**src/rtl/ladder_pkg.sv**
```systemverilog
// Shared types and constants for the scalar sequencer and its scan helper.
// Latency: n/a (declarations only).
// Backpressure: n/a.
package ladder_pkg;

  // Default scalar width used by the ladder datapath.
  localparam int K_WIDTH_DFLT = 256;

  // Sequencer control states.
  typedef enum logic [2:0] {
    IDLE  = 3'd0,
    SCAN  = 3'd1,
    START = 3'd2,
    FEED  = 3'd3,
    WAIT  = 3'd4
  } seq_state_t;

endpackage

```
**src/rtl/ladder_msb_scan.sv**
```systemverilog
// Holds the latched scalar K, the bit-index down-counter and the zero detect.
// Latency: load/step take effect on the next sys_clk edge; cur_bit/found/zero are combinational from state.
// Backpressure: none; the owning FSM decides when to load and step.
module ladder_msb_scan
  import ladder_pkg::*;
#(
  parameter int K_WIDTH = K_WIDTH_DFLT,
  parameter int IDX_W   = $clog2(K_WIDTH)
) (
  input  logic               sys_clk,
  input  logic               sys_rst,
  input  logic               load,
  input  logic [K_WIDTH-1:0] load_k,
  input  logic               step,
  output logic               found,
  output logic               zero,
  output logic               idx_zero,
  output logic               cur_bit
);

  logic [K_WIDTH-1:0] k_q;
  logic [IDX_W-1:0]   idx_q;

  // Latch K on accept and walk the index down from the MSB; never wraps below 0.
  always_ff @(posedge sys_clk or posedge sys_rst) begin
    if (sys_rst) begin
      k_q   <= '0;
      idx_q <= '0;
    end else if (load) begin
      k_q   <= load_k;
      idx_q <= IDX_W'(K_WIDTH - 1);
    end else if (step && (idx_q != '0)) begin
      idx_q <= idx_q - 1'b1;
    end
  end

  // Bit under the index, and the scan results derived from it.
  always_comb begin
    cur_bit  = k_q[idx_q];
    idx_zero = (idx_q == '0);
    found    = cur_bit;
    zero     = idx_zero && !cur_bit;
  end

endmodule

```
**src/rtl/ladder_scalar_sequencer.sv**
```systemverilog
// Runs one Montgomery-ladder job: finds the MSB of K, starts the ladder, serves bits MSB-first, reports done/error.
// Latency: accept->lad_start (K_WIDTH-1-msb)+2 cycles; k_req->k_val 1 cycle; lad_ready->done 1 cycle.
// Backpressure: cmd_ready only in IDLE (commands are not queued); bits are sent only when the ladder requests them.
module ladder_scalar_sequencer
  import ladder_pkg::*;
#(
  parameter int K_WIDTH = K_WIDTH_DFLT,
  parameter int IDX_W   = $clog2(K_WIDTH)
) (
  input  logic               sys_clk,
  input  logic               sys_rst,
  input  logic               cmd_valid,
  output logic               cmd_ready,
  input  logic [K_WIDTH-1:0] cmd_k,
  output logic               lad_start,
  input  logic               lad_ready,
  input  logic               k_req,
  output logic               k_val,
  output logic               k_bit,
  output logic               k_last,
  output logic               busy,
  output logic               done,
  output logic               err_zero,
  output logic               err_proto,
  output logic [IDX_W:0]     bits_sent
);

  localparam logic [IDX_W:0] BITS_MAX = (IDX_W+1)'(K_WIDTH);

  seq_state_t state;
  logic       scan_load;
  logic       scan_step;
  logic       scan_found;
  logic       scan_zero;
  logic       scan_idx_zero;
  logic       scan_cur_bit;
  logic       last_beat;

  ladder_msb_scan #(
    .K_WIDTH (K_WIDTH),
    .IDX_W   (IDX_W)
  ) u_scan (
    .sys_clk  (sys_clk),
    .sys_rst  (sys_rst),
    .load     (scan_load),
    .load_k   (cmd_k),
    .step     (scan_step),
    .found    (scan_found),
    .zero     (scan_zero),
    .idx_zero (scan_idx_zero),
    .cur_bit  (scan_cur_bit)
  );

  // Scan control: load on accept, step while searching and after each delivered bit.
  always_comb begin
    last_beat = k_val && scan_idx_zero;
    scan_load = (state == IDLE) && cmd_valid;
    scan_step = ((state == SCAN) && !scan_found) ||
                ((state == FEED) && k_val);
  end

  // Status and bit outputs decoded from registered state; k_bit is forced low outside FEED.
  always_comb begin
    cmd_ready = (state == IDLE);
    busy      = (state != IDLE);
    k_bit     = (state == FEED) && scan_cur_bit;
    k_last    = last_beat;
  end

  // Sequencer FSM with registered strobes; every pulse defaults low each cycle.
  always_ff @(posedge sys_clk or posedge sys_rst) begin
    if (sys_rst) begin
      state     <= IDLE;
      lad_start <= 1'b0;
      k_val     <= 1'b0;
      done      <= 1'b0;
      err_zero  <= 1'b0;
      err_proto <= 1'b0;
      bits_sent <= '0;
    end else begin
      lad_start <= 1'b0;
      k_val     <= 1'b0;
      done      <= 1'b0;
      err_zero  <= 1'b0;
      err_proto <= 1'b0;
      case (state)
        IDLE: begin
          if (cmd_valid) begin
            bits_sent <= '0;
            state     <= SCAN;
          end
        end
        SCAN: begin
          if (scan_found) begin
            lad_start <= 1'b1;
            state     <= START;
          end else if (scan_zero) begin
            err_zero <= 1'b1;
            state    <= IDLE;
          end
        end
        START: begin
          if (lad_ready) begin
            err_proto <= 1'b1;
            state     <= IDLE;
          end else begin
            state <= FEED;
          end
        end
        FEED: begin
          if (lad_ready) begin
            err_proto <= 1'b1;
            state     <= IDLE;
          end else if (last_beat) begin
            // A request coinciding with the final beat is dropped.
            state <= WAIT;
          end else if (k_req) begin
            k_val <= 1'b1;
            if (bits_sent != BITS_MAX) begin
              bits_sent <= bits_sent + 1'b1;
            end
          end
        end
        WAIT: begin
          if (lad_ready) begin
            done  <= 1'b1;
            state <= IDLE;
          end
        end
        default: begin
          state <= IDLE;
        end
      endcase
    end
  end

endmodule
```
**config.mk**
```make
export PLATFORM = sky130hd
export DESIGN_NAME = ladder_scalar_sequencer
export DESIGN_NICKNAME = d
export VERILOG_FILES = /design/src/rtl/ladder_pkg.sv /design/src/rtl/ladder_msb_scan.sv /design/src/rtl/ladder_scalar_sequencer.sv
export SDC_FILE = /design/constraint.sdc
export NUM_CORES = 1
export LEC_CHECK = 0
export CAP_MARGIN = 20
export CELL_PAD_IN_SITES_DETAIL_PLACEMENT = 2
export CELL_PAD_IN_SITES_GLOBAL_PLACEMENT = 2
export CORE_UTILIZATION = 31
export DETAILED_ROUTE_END_ITERATION = 10
export GPL_TIMING_DRIVEN = 1
export HOLD_SLACK_MARGIN = 0.06
export PLACE_DENSITY_LB_ADDON = 0.3
export SLEW_MARGIN = 10
export SYNTH_ARGS = -nofsm -noshare
export SYNTH_HDL_FRONTEND = slang
export SYNTH_SLANG_ARGS = --single-unit
export TNS_END_PERCENT = 5
```
**constraint.sdc**
```tcl
create_clock -name sys_clk -period 13.15 [get_ports sys_clk]
set_clock_uncertainty 0.1 [all_clocks]
set_input_delay 2.63 -clock sys_clk [delete_from_list [all_inputs] [get_ports sys_clk]]
set_output_delay 2.63 -clock sys_clk [all_outputs]
set_load 0.05 [all_outputs]
```
; Word-level counts from Yosys, hierarchy flattened
; Cells that the tools add are included.
[totals]
regBits = 281
romBits = 0
mem_bits_rw = 0
in_bits = 261
mem_count = 0
latch_bits = 0
elab_cells = 73
output_inout_bits = 18
[classes]
n_eq_ne = 13
shift = 0
div = 0
n_addsub = 2
n_mul = 0
reduce_logical = 18
magnitude_cmp = 1
bitwise_logic = 0
mux = 30
[ops]
columns = operator, count
row1 = two-way mux 9 bit, 5
row2 = two-way mux 3 bit, 6
row3 = case mux 9 bit (2 select lines), 1
row4 = two-way mux 8 bit, 2
row5 = case mux 3 bit (5 select lines), 1
row6 = two-way mux 1 bit, 13
row7 = != test 2 bit (second input constant), 5
row8 = adder 9 x 1 -> 9 bit (second input constant), 1
row9 = less-than comparator 8 x 9 -> 1 bit (second input constant), 1
row10 = != test 9 bit (second input constant), 1
row11 = binary-select mux 1 bit (select 8 bit), 1
row12 = zero test 8 bit, 1
row13 = nonzero test 8 bit, 1
row14 = subtractor 8 x 1 -> 8 bit (second input constant), 1
row15 = logical AND 1 bit, 7
row16 = == test 3 x 2 -> 1 bit (second input constant), 2
row17 = != test 3 bit (second input constant), 2
row18 = AND reduction 6 bit, 1
row19 = AND reduction 4 bit, 1
row20 = nonzero test 2 bit, 2
row21 = == test 3 x 1 -> 1 bit (second input constant), 1
row22 = == test 3 bit (second input constant), 1
row23 = zero test 3 bit, 1
row24 = nonzero test 3 bit, 1
row25 = 5 further kinds, 5

; Depth between registers and ports, before layout
; Gate-level depths: netlist of run 1.
[depth]
ltp_word = 8
ltp_mapped = 14
depth_no_buf = 10

; Cells and area by module
; From an unflattened synthesis of run 1, not the netlist that was laid out.
[hier_totals]
cells_unflattened = 868
area_unflattened_um2 = 12961.2
[modules_own_cells]
columns = module, n_inst, seq_area_each_um2, cells_per_inst, area_per_inst_um2
row1 = ladder_msb_scan, 1, 6606.3, 772, 12014.0
row2 = ladder_scalar_sequencer, 1, 425.4, 96, 947.2

; Worst setup path after synthesis of run 1
; OpenSTA, ideal clock, no wires.
[synth_timing]
path_type = register to output
start = register u_scan.idx_q[0]
end = output port k_bit
t_required_ns = 10.420
arrival_time_ns = 2.756
setup_slack_ns = 7.664
stages_incl_launch_ff = 12
path_buffers = 4
cell_sequence = dfrtp_1 -> buf_6 -> buf_6 -> buf_4 -> clkbuf_1 -> nand2_1 -> o22ai_1 -> o31ai_1 -> o211ai_1 -> a221oi_1 -> o22ai_4 -> nor2_1
[synth_via]
elab_chain_len = 3
[synth_lines]
columns = item, line
row1 = "start, declared", ladder_msb_scan.sv:22  ; logic [IDX_W-1:0] idx_q;
row2 = "start signal, assigned", ladder_msb_scan.sv:31  ; idx_q <= IDX_W'(K_WIDTH - 1);
row3 = "start signal, assigned", ladder_msb_scan.sv:33  ; idx_q <= idx_q - 1'b1;
row4 = binary-select mux 1 bit (select 8 bit), ladder_msb_scan.sv:39  ; cur_bit = k_q[idx_q];
row5 = two-way mux 1 bit (implied by the code), ladder_msb_scan.sv:39
row6 = logical AND 1 bit, ladder_scalar_sequencer.sv:66  ; k_bit = (state == FEED) && scan_cur_bit;
row7 = "end, declared", ladder_scalar_sequencer.sv:19  ; output logic k_bit,
; Every way passes these cells. The select of a mux whose other input is x is not followed.

; Worst setup path in the final report of run 1
; Ends and elaborated chain as after synthesis.

==> flow_metrics.py, run 1 <==
metrics = {
    "outcome": {
        "status": "finished with violations",
        "violations": "DRC",
    },
    "placement": {
        "portBuffers": 278,
        "dp_hpwl_mm": 30.5,
        "place_congestion": 0.774,
    },
    "floorplan": {
        "row_count": 74,
        "dieHeight_um": 207,
        "core_um2": 41200,
        "dieArea_um2": 42900,
        "die_w_um": 207,
        "pin_count": 279,
        "start_util": 0.316,
    },
    "synth": {
        "synthAdderAreaFrac": 0.00384,
        "ys_ff_latch": 281,
        "muxShareOfSynthArea": 0.123,
        "synth_xor_xnor_area_share": 0.00269,
        "ys_async_sr_fraction": 1.00,
        "yosysWarnings": 0,
        "synth-simple-area-share": 0.263,
        "netlist_area_um2": 13000,
        "yosysUniqueCellTypes": 52,
        "syn_nets": 1677,
        "synth_edf_count": 0,
        "avgSynthCellArea_um2": 9.23,
        "syn_inst": 1412,
        "synth-compound-area-share": 0.0342,
        "synth_seq_area_share": 0.539,
        "yosys_most_used_dff": "dfrtp_1",
        "synth_top_family_by_area": "simple AND/OR/NAND/NOR gates",
    },
    "global_routing": {
        "antenna_found_initial": 0,
        "grt_pass1_wl_mm": 71.4,
        "grt_pass1_vias": 12500,
        "grtUsageMet3": 0.0309,
        "grt.total_usage": 0.212,
        "grt_overflow_total": 0,
        "grt.met2_usage": 0.365,
        "grt_max_degree": 132,
        "grt-busiest-layer": "met2",
        "met1_usage": 0.277,
    },
    "timing": {
        "fmax_ghz": 0.132,
        "setup_viol": 0,
        "finalCritPeriodShare": 0.576,
        "final_hold_viol_count": 0,
        "drv_slew": 0,
        "finalSetupTns_ns": 0,
        "worst_pin_slew_ns": 1.09,
        "min_period_ns": 7.58,
        "rsz0062_at_grt": "false",
        "max_slew_margin": 0.270,
    },
    "cts": {
        "root_buffer": "clkbuf_16",
        "insertion_delay_ns": 0.52,
        "post_cts.repair.setup_buffers": 0,
        "tritoncts": "done",
        "htreeDepth": 2,
        "cts.clk_slew.worst_paths_ns": 0.05,
        "holdBufCountCts": 0,
        "clock_sinks": 281,
        "cts_buffer_depth": 3,
        "post_cts_resize_count": 0,
        "cts_buffers": 35,
    },
    "detailed_routing": {
        "vias": 10900,
        "drc_errors": 15,
        "drt_iter0_markers": 572,
        "via_per_inst": 4.93,
        "ant_nets": 0,
        "dr.pass1.iters": 7,
        "wl_per_cell_um": 20.4,
        "wl_mm": 44.8,
    },
    "power": {
        "power.total_w": 0.00384,
        "p_leak_nw": 8.33,
        "vdd_drop_max_mv": 0.109,
        "power.density_nw_per_um2": 222,
    },
    "run": {
        "maxCapViolations": 0,
    },
    "cells_and_area": {
        "antennaDiodeCount": 0,
        "area_growth_pct": 32.8,
        "drive_gt1_frac": 0.0826,
        "layout.nets": 1911,
    },
    "min_path": {
        "hold_class": "flop to flop",
        "hold_depth": 2,
        "min_delay_worst_endpoint": "u_scan.k_q[14]",
        "min_from": "u_scan.k_q[14]",
    },
    "worst_setup_path": {
        "r2r_start": "u_scan.idx_q[0]",
        "ff2ff_path_depth": 10,
        "worstPathMaxFanout": 33,
        "r2r-end": "u_scan.idx_q[5]",
        "worstPathArrival_ns": 4.85,
        "cp.required_ns": 10.42,
        "cp-end-kind": "output pin",
        "setup.worst_path.start_class": "flop",
        "reg2reg_slack_ns": 8.54,
        "path_class": "flop to output pin",
    },
}
## cells by family (layout without fill, tap and decap cells)
group                    count (synthesis)  after routing
AND/OR/NAND/NOR                        874            874
AO/OA/AOI/OAI                           61             61
multiplexers                            84             84
XOR/XNOR                                 4              4
flip-flops                             281            281
buffers and inverters                  104            362
adder cells (fa/ha/maj)                  4              4
## synthesized netlist by cell type, types with 3 or more instances
| library cell | instances | area [um^2] |
|---|---|---|
| and2_1 | 3 | 18.8 |
| nor4_1 | 6 | 37.5 |
| mux4_2 | 60 | 1350 |
| nor2_1 | 22 | 82.6 |
| mux2i_1 | 15 | 150 |
| dfrtp_1 | 281 | 7030 |
| nor4b_1 | 3 | 26.3 |
| a21oi_1 | 8 | 40.0 |
| o31ai_1 | 4 | 30.0 |
| nor3_1 | 6 | 30.0 |
| nand2_1 | 792 | 2970 |
| clkbuf_1 | 69 | 259 |
| or3_1 | 9 | 56.3 |
| o21ai_1 | 3 | 15.0 |
| xor2_1 | 4 | 35.0 |
| nor2b_1 | 7 | 43.8 |
| mux2_2 | 9 | 101 |
| buf_4 | 7 | 52.6 |
| o22ai_1 | 5 | 31.3 |
| nand2b_1 | 5 | 31.3 |
| inv_1 | 13 | 48.8 |
| o211ai_1 | 5 | 37.5 |
| o21ai_0 | 6 | 30.0 |
| nand3_1 | 7 | 35.0 |
| o31a_1 | 3 | 26.3 |
| ha_1 | 4 | 50.1 |
| a2111oi_0 | 4 | 35.0 |
| a31oi_1 | 4 | 25.0 |
| buf_2 | 10 | 50.1 |
| nor3b_1 | 3 | 22.5 |
| and3_1 | 5 | 31.3 |
## per-stage QoR
step / area, um^2 / hold WS (ns) / util / setup slack (ns) / cells
after detailed placement: 16200 / 0.361 / 0.393 / 6.05 / 2141
after floorplan: 13000 / 0.338 / - / 2.67 / 1412
after global placement: 16200 / 0.352 / 0.393 / 6.11 / 2141
after CTS: 17300 / 0.375 / 0.420 / 5.46 / 2202
final: 17300 / 0.368 / 0.420 / 5.57 / 2202
after global routing: 17300 / 0.396 / 0.420 / 5.28 / 2202
## worst max-delay path: stages, from the launching register on
cell and delay (ns):
dfrtp_4 0.85, buf_4 0.62, mux4_2 0.59, mux4_2 0.51, or3_1 0.33, o31a_1 0.11, o311a_1 0.17, o22ai_4 0.29
nor2_1 0.11, clkdlybuf4s50_1 0.72
## sequential cells by signal (all words and copies together) (netlist names)
| name | cells |
|---|---|
| u_scan.k_q | 256 |
| bits_sent | 9 |
| u_scan.idx_q | 8 |
| state | 3 |
| done | 1 |
| err_proto | 1 |
| err_zero | 1 |
| k_val | 1 |
| lad_start | 1 |
## layout by cell type (no fill, tap or decap), drive strengths merged, types with 6 or more instances in the layout
cell type	n
clkdlybuf4s50	278
nor3	6
nor2	22
a21oi	9
nand2	792
buf	9
o22ai	6
nor4	6
nand3	7
or3	9
o21ai	9
mux4	60
mux2i	15
dfrtp	281
mux2	9
clkbuf	56
inv	13
nor2b	7
## worst max-delay path by stage
stage	endpoint	slack, ns	startpoint
6_report	k_bit	5.57	u_scan.idx_q[0]
4_1_cts	k_bit	5.46	u_scan.idx_q[0]
3_3_place_gp	k_bit	6.11	u_scan.idx_q[0]
3_5_place_dp	k_bit	6.05	u_scan.idx_q[0]
5_1_grt	k_bit	5.28	u_scan.idx_q[0]
2_1_floorplan	bits_sent[0]	2.67	sys_rst
## area by class of cell
class                   count  area (um^2)
well taps                 532          666
flip-flops and latches    281         7040
repair buffers            287         2850
fillers                  4406        23900
clock buffers              56         1070
inverters                  14         60.1
clock inverters             5         50.0
multi-input cells        1027         5580
## layer usage
metal,up-vias,part of all wire
li1,5030,-
met4,0,0.025
met1,5549,0.45
met3,63,0.036
met5,-,0
met2,217,0.49
## report_power, final
| part | leakage, nW | total [W] | internal [W] | switching [W] |
|---|---|---|---|---|
| Clock | 0.550 | 0.000945 | 0.000573 | 0.000372 |
| Combinational | 4.31 | 0.00131 | 0.000618 | 0.000695 |
| Sequential | 3.48 | 0.00158 | 0.00125 | 0.000333 |
| Total | 8.33 | 0.00384 | 0.00244 | 0.00140 |
(Power assumes the default switching activity.)
==> run 2, diff against run 1 <==
Settings changed: CORE_UTILIZATION 31 to 28.
Clock period 13.15 ns to 6.2 ns, I/O delays scaled along.
==> flow_metrics.py, run 2 (synthesis gave the netlist of run 1 again) <==
metrics = {
    "floorplan": {
        "pin_count": 279,
        "dieArea_um2": 47400,
        "row_count": 78,
        "die_w_um": 218,
        "dieHeight_um": 218,
        "start_util": 0.285,
        "core_um2": 45700,
    },
    "placement": {
        "portBuffers": 278,
        "dp_slack_ns": 0.916,
        "place_congestion": 0.761,
        "dp_hpwl_mm": 31.9,
    },
    "run": {
        "maxCapViolations": 0,
    },
    "timing": {
        "finalSetupTns_ns": 0,
        "worst_slack_ns": 0.423,
        "max_slew_margin": 0.188,
        "rsz0062_at_grt": "false",
        "final_hold_viol_count": 0,
        "setup_viol": 0,
        "drv_slew": 0,
        "fmax_ghz": 0.173,
        "finalCritPeriodShare": 0.932,
        "min_period_ns": 5.78,
        "worst_pin_slew_ns": 1.22,
    },
    "detailed_routing": {
        "dr.pass1.iters": 4,
        "drt_iter0_markers": 618,
        "ant_nets": 0,
        "wl_mm": 45.3,
        "via_per_inst": 4.77,
        "wl_per_cell_um": 19.9,
        "drc_errors": 0,
        "vias": 10800,
    },
    "global_routing": {
        "grt_max_degree": 207,
        "grt_pass1_vias": 12300,
        "grt_pass1_wl_mm": 71.1,
        "antenna_found_initial": 2,
        "grt_overflow_total": 0,
        "grt.total_usage": 0.194,
    },
    "cells_and_area": {
        "largest_reg_flops": 256,
        "regMostFlops": "u_scan.k_q",
        "filler_cell_count": 4959,
        "final_common_cell": "nand2_1",
        "final-seq-area_um2": 7040,
        "multi_input_area_um2": 5580,
        "final_cell_mix": "791 x nand2_1, 278 x clkdlybuf4s50_1, 277 x dfrtp_1",
        "top_regs": "u_scan.k_q x256, bits_sent x9, u_scan.idx_q x8",
        "area_growth_pct": 33.8,
        "drive_gt1_frac": 0.0832,
        "layout.nets": 1914,
    },
    "cts": {
        "post_cts_resize_count": 0,
        "holdBufCountCts": 0,
        "insertion_delay_ns": 0.52,
        "cts_buffer_depth": 3,
        "cts.clk_slew.worst_paths_ns": 0.05,
        "clock_sinks": 281,
        "cts_buffers": 35,
        "tritoncts": "done",
        "post_cts.repair.setup_buffers": 0,
        "htreeDepth": 2,
        "root_buffer": "clkbuf_16",
    },
    "worst_setup_path": {
        "r2r_start": "u_scan.idx_q[0]",
        "cp-startpoint": "u_scan.idx_q[0]",
        "reg2reg_slack_ns": 2.08,
        "cp.required_ns": 4.86,
        "cp-end-kind": "output pin",
        "path_class": "flop to output pin",
        "ff2ff_path_depth": 10,
        "r2r-end": "u_scan.idx_q[5]",
        "worstPathArrival_ns": 4.44,
        "worstPathMaxFanout": 48,
        "setup.worst_path.start_class": "flop",
    },
    "min_path": {
        "min_from": "u_scan.k_q[180]",
        "hold_class": "flop to flop",
        "hold_depth": 2,
        "min_delay_worst_endpoint": "u_scan.k_q[180]",
    },
    "power": {
        "p_leak_nw": 8.35,
        "power.total_w": 0.00819,
        "power.density_nw_per_um2": 469,
        "vdd_drop_max_mv": 0.226,
    },
    "outcome": {
        "status": "completed",
    },
}
==> run 2: cell types whose count changed in the layout (fill, tap and decap cells not counted), sizes merged <==
cell / change
buf: +3
bufinv: +1
clkbuf: -5
clkinv: +2
clkinvlp: +1
diode: +1
inv: -1
==> run 2: where the power goes <==
| part | switching [W] | leakage, nW | internal (W) |
|---|---|---|---|
| Clock | 0.000788 | 0.536 | 0.00120 |
| Combinational | 0.00151 | 4.33 | 0.00133 |
| Sequential | 0.000697 | 3.48 | 0.00266 |
| Total | 0.00300 | 8.35 | 0.00519 |
==> run 2: layout make-up <==
class                           instances  area share
Inverter                               14     0.00323
Clock inverter                          8     0.00516
Antenna cell                            1    0.000143
Multi-Input combinational cell       1027       0.320
Sequential cell                       281       0.404
Clock buffer                           51      0.0572
Timing Repair Buffer                  290       0.168
Tap cell                              600      0.0430
==> run 2: per-layer routing <==
metal | vias to the layer above | global-route usage | wire length (um)
li1 | 5043 | - | -
met1 | 5518 | 0.259 | 20400
met2 | 227 | 0.328 | 22200
met3 | 53 | 0.0298 | 1780
met4 | 2 | 0.0501 | 918
met5 | - | 0 | 14
==> run 2: metrics by stage <==
| stage | hold WS (ns) | instances | utilization | cell area (um^2) |
|---|---|---|---|---|
| global placement | 0.354 | 2212 | 0.358 | 16400 |
| global route | 0.392 | 2272 | 0.382 | 17400 |
| detailed placement | 0.361 | 2212 | 0.358 | 16400 |
| CTS | 0.374 | 2271 | 0.382 | 17400 |
| finish | 0.371 | 2272 | 0.382 | 17400 |
| floorplan | 0.338 | 1412 | - | 13000 |
==> run 2: worst max-delay path, stage by stage, from the launching register on <==
cell,delay (ns)
dfrtp_4,0.65
buf_12,0.34
mux4_2,0.30
inv_1,0.04
a2111oi_0,0.80
o31a_1,0.25
o311a_1,0.29
o22ai_4,0.15
nor2_1,0.23
clkdlybuf4s50_1,0.85
==> run 2: worst max-delay path by stage <==
stage / to / slack (ns)
final: k_bit / 0.42
after global routing: k_bit / 0.23
after CTS: k_bit / 0.34
after detailed placement: k_bit / 0.92
after global placement: k_bit / 1.10
after floorplan: bits_sent[0] / 1.14
==> run 3, diff against run 2 <==
Settings changed: ABC_CLOCK_PERIOD_IN_PS set to 6200.
==> results of run 3 <==
Final layout, timing and power as in run 2 (identical DEF).
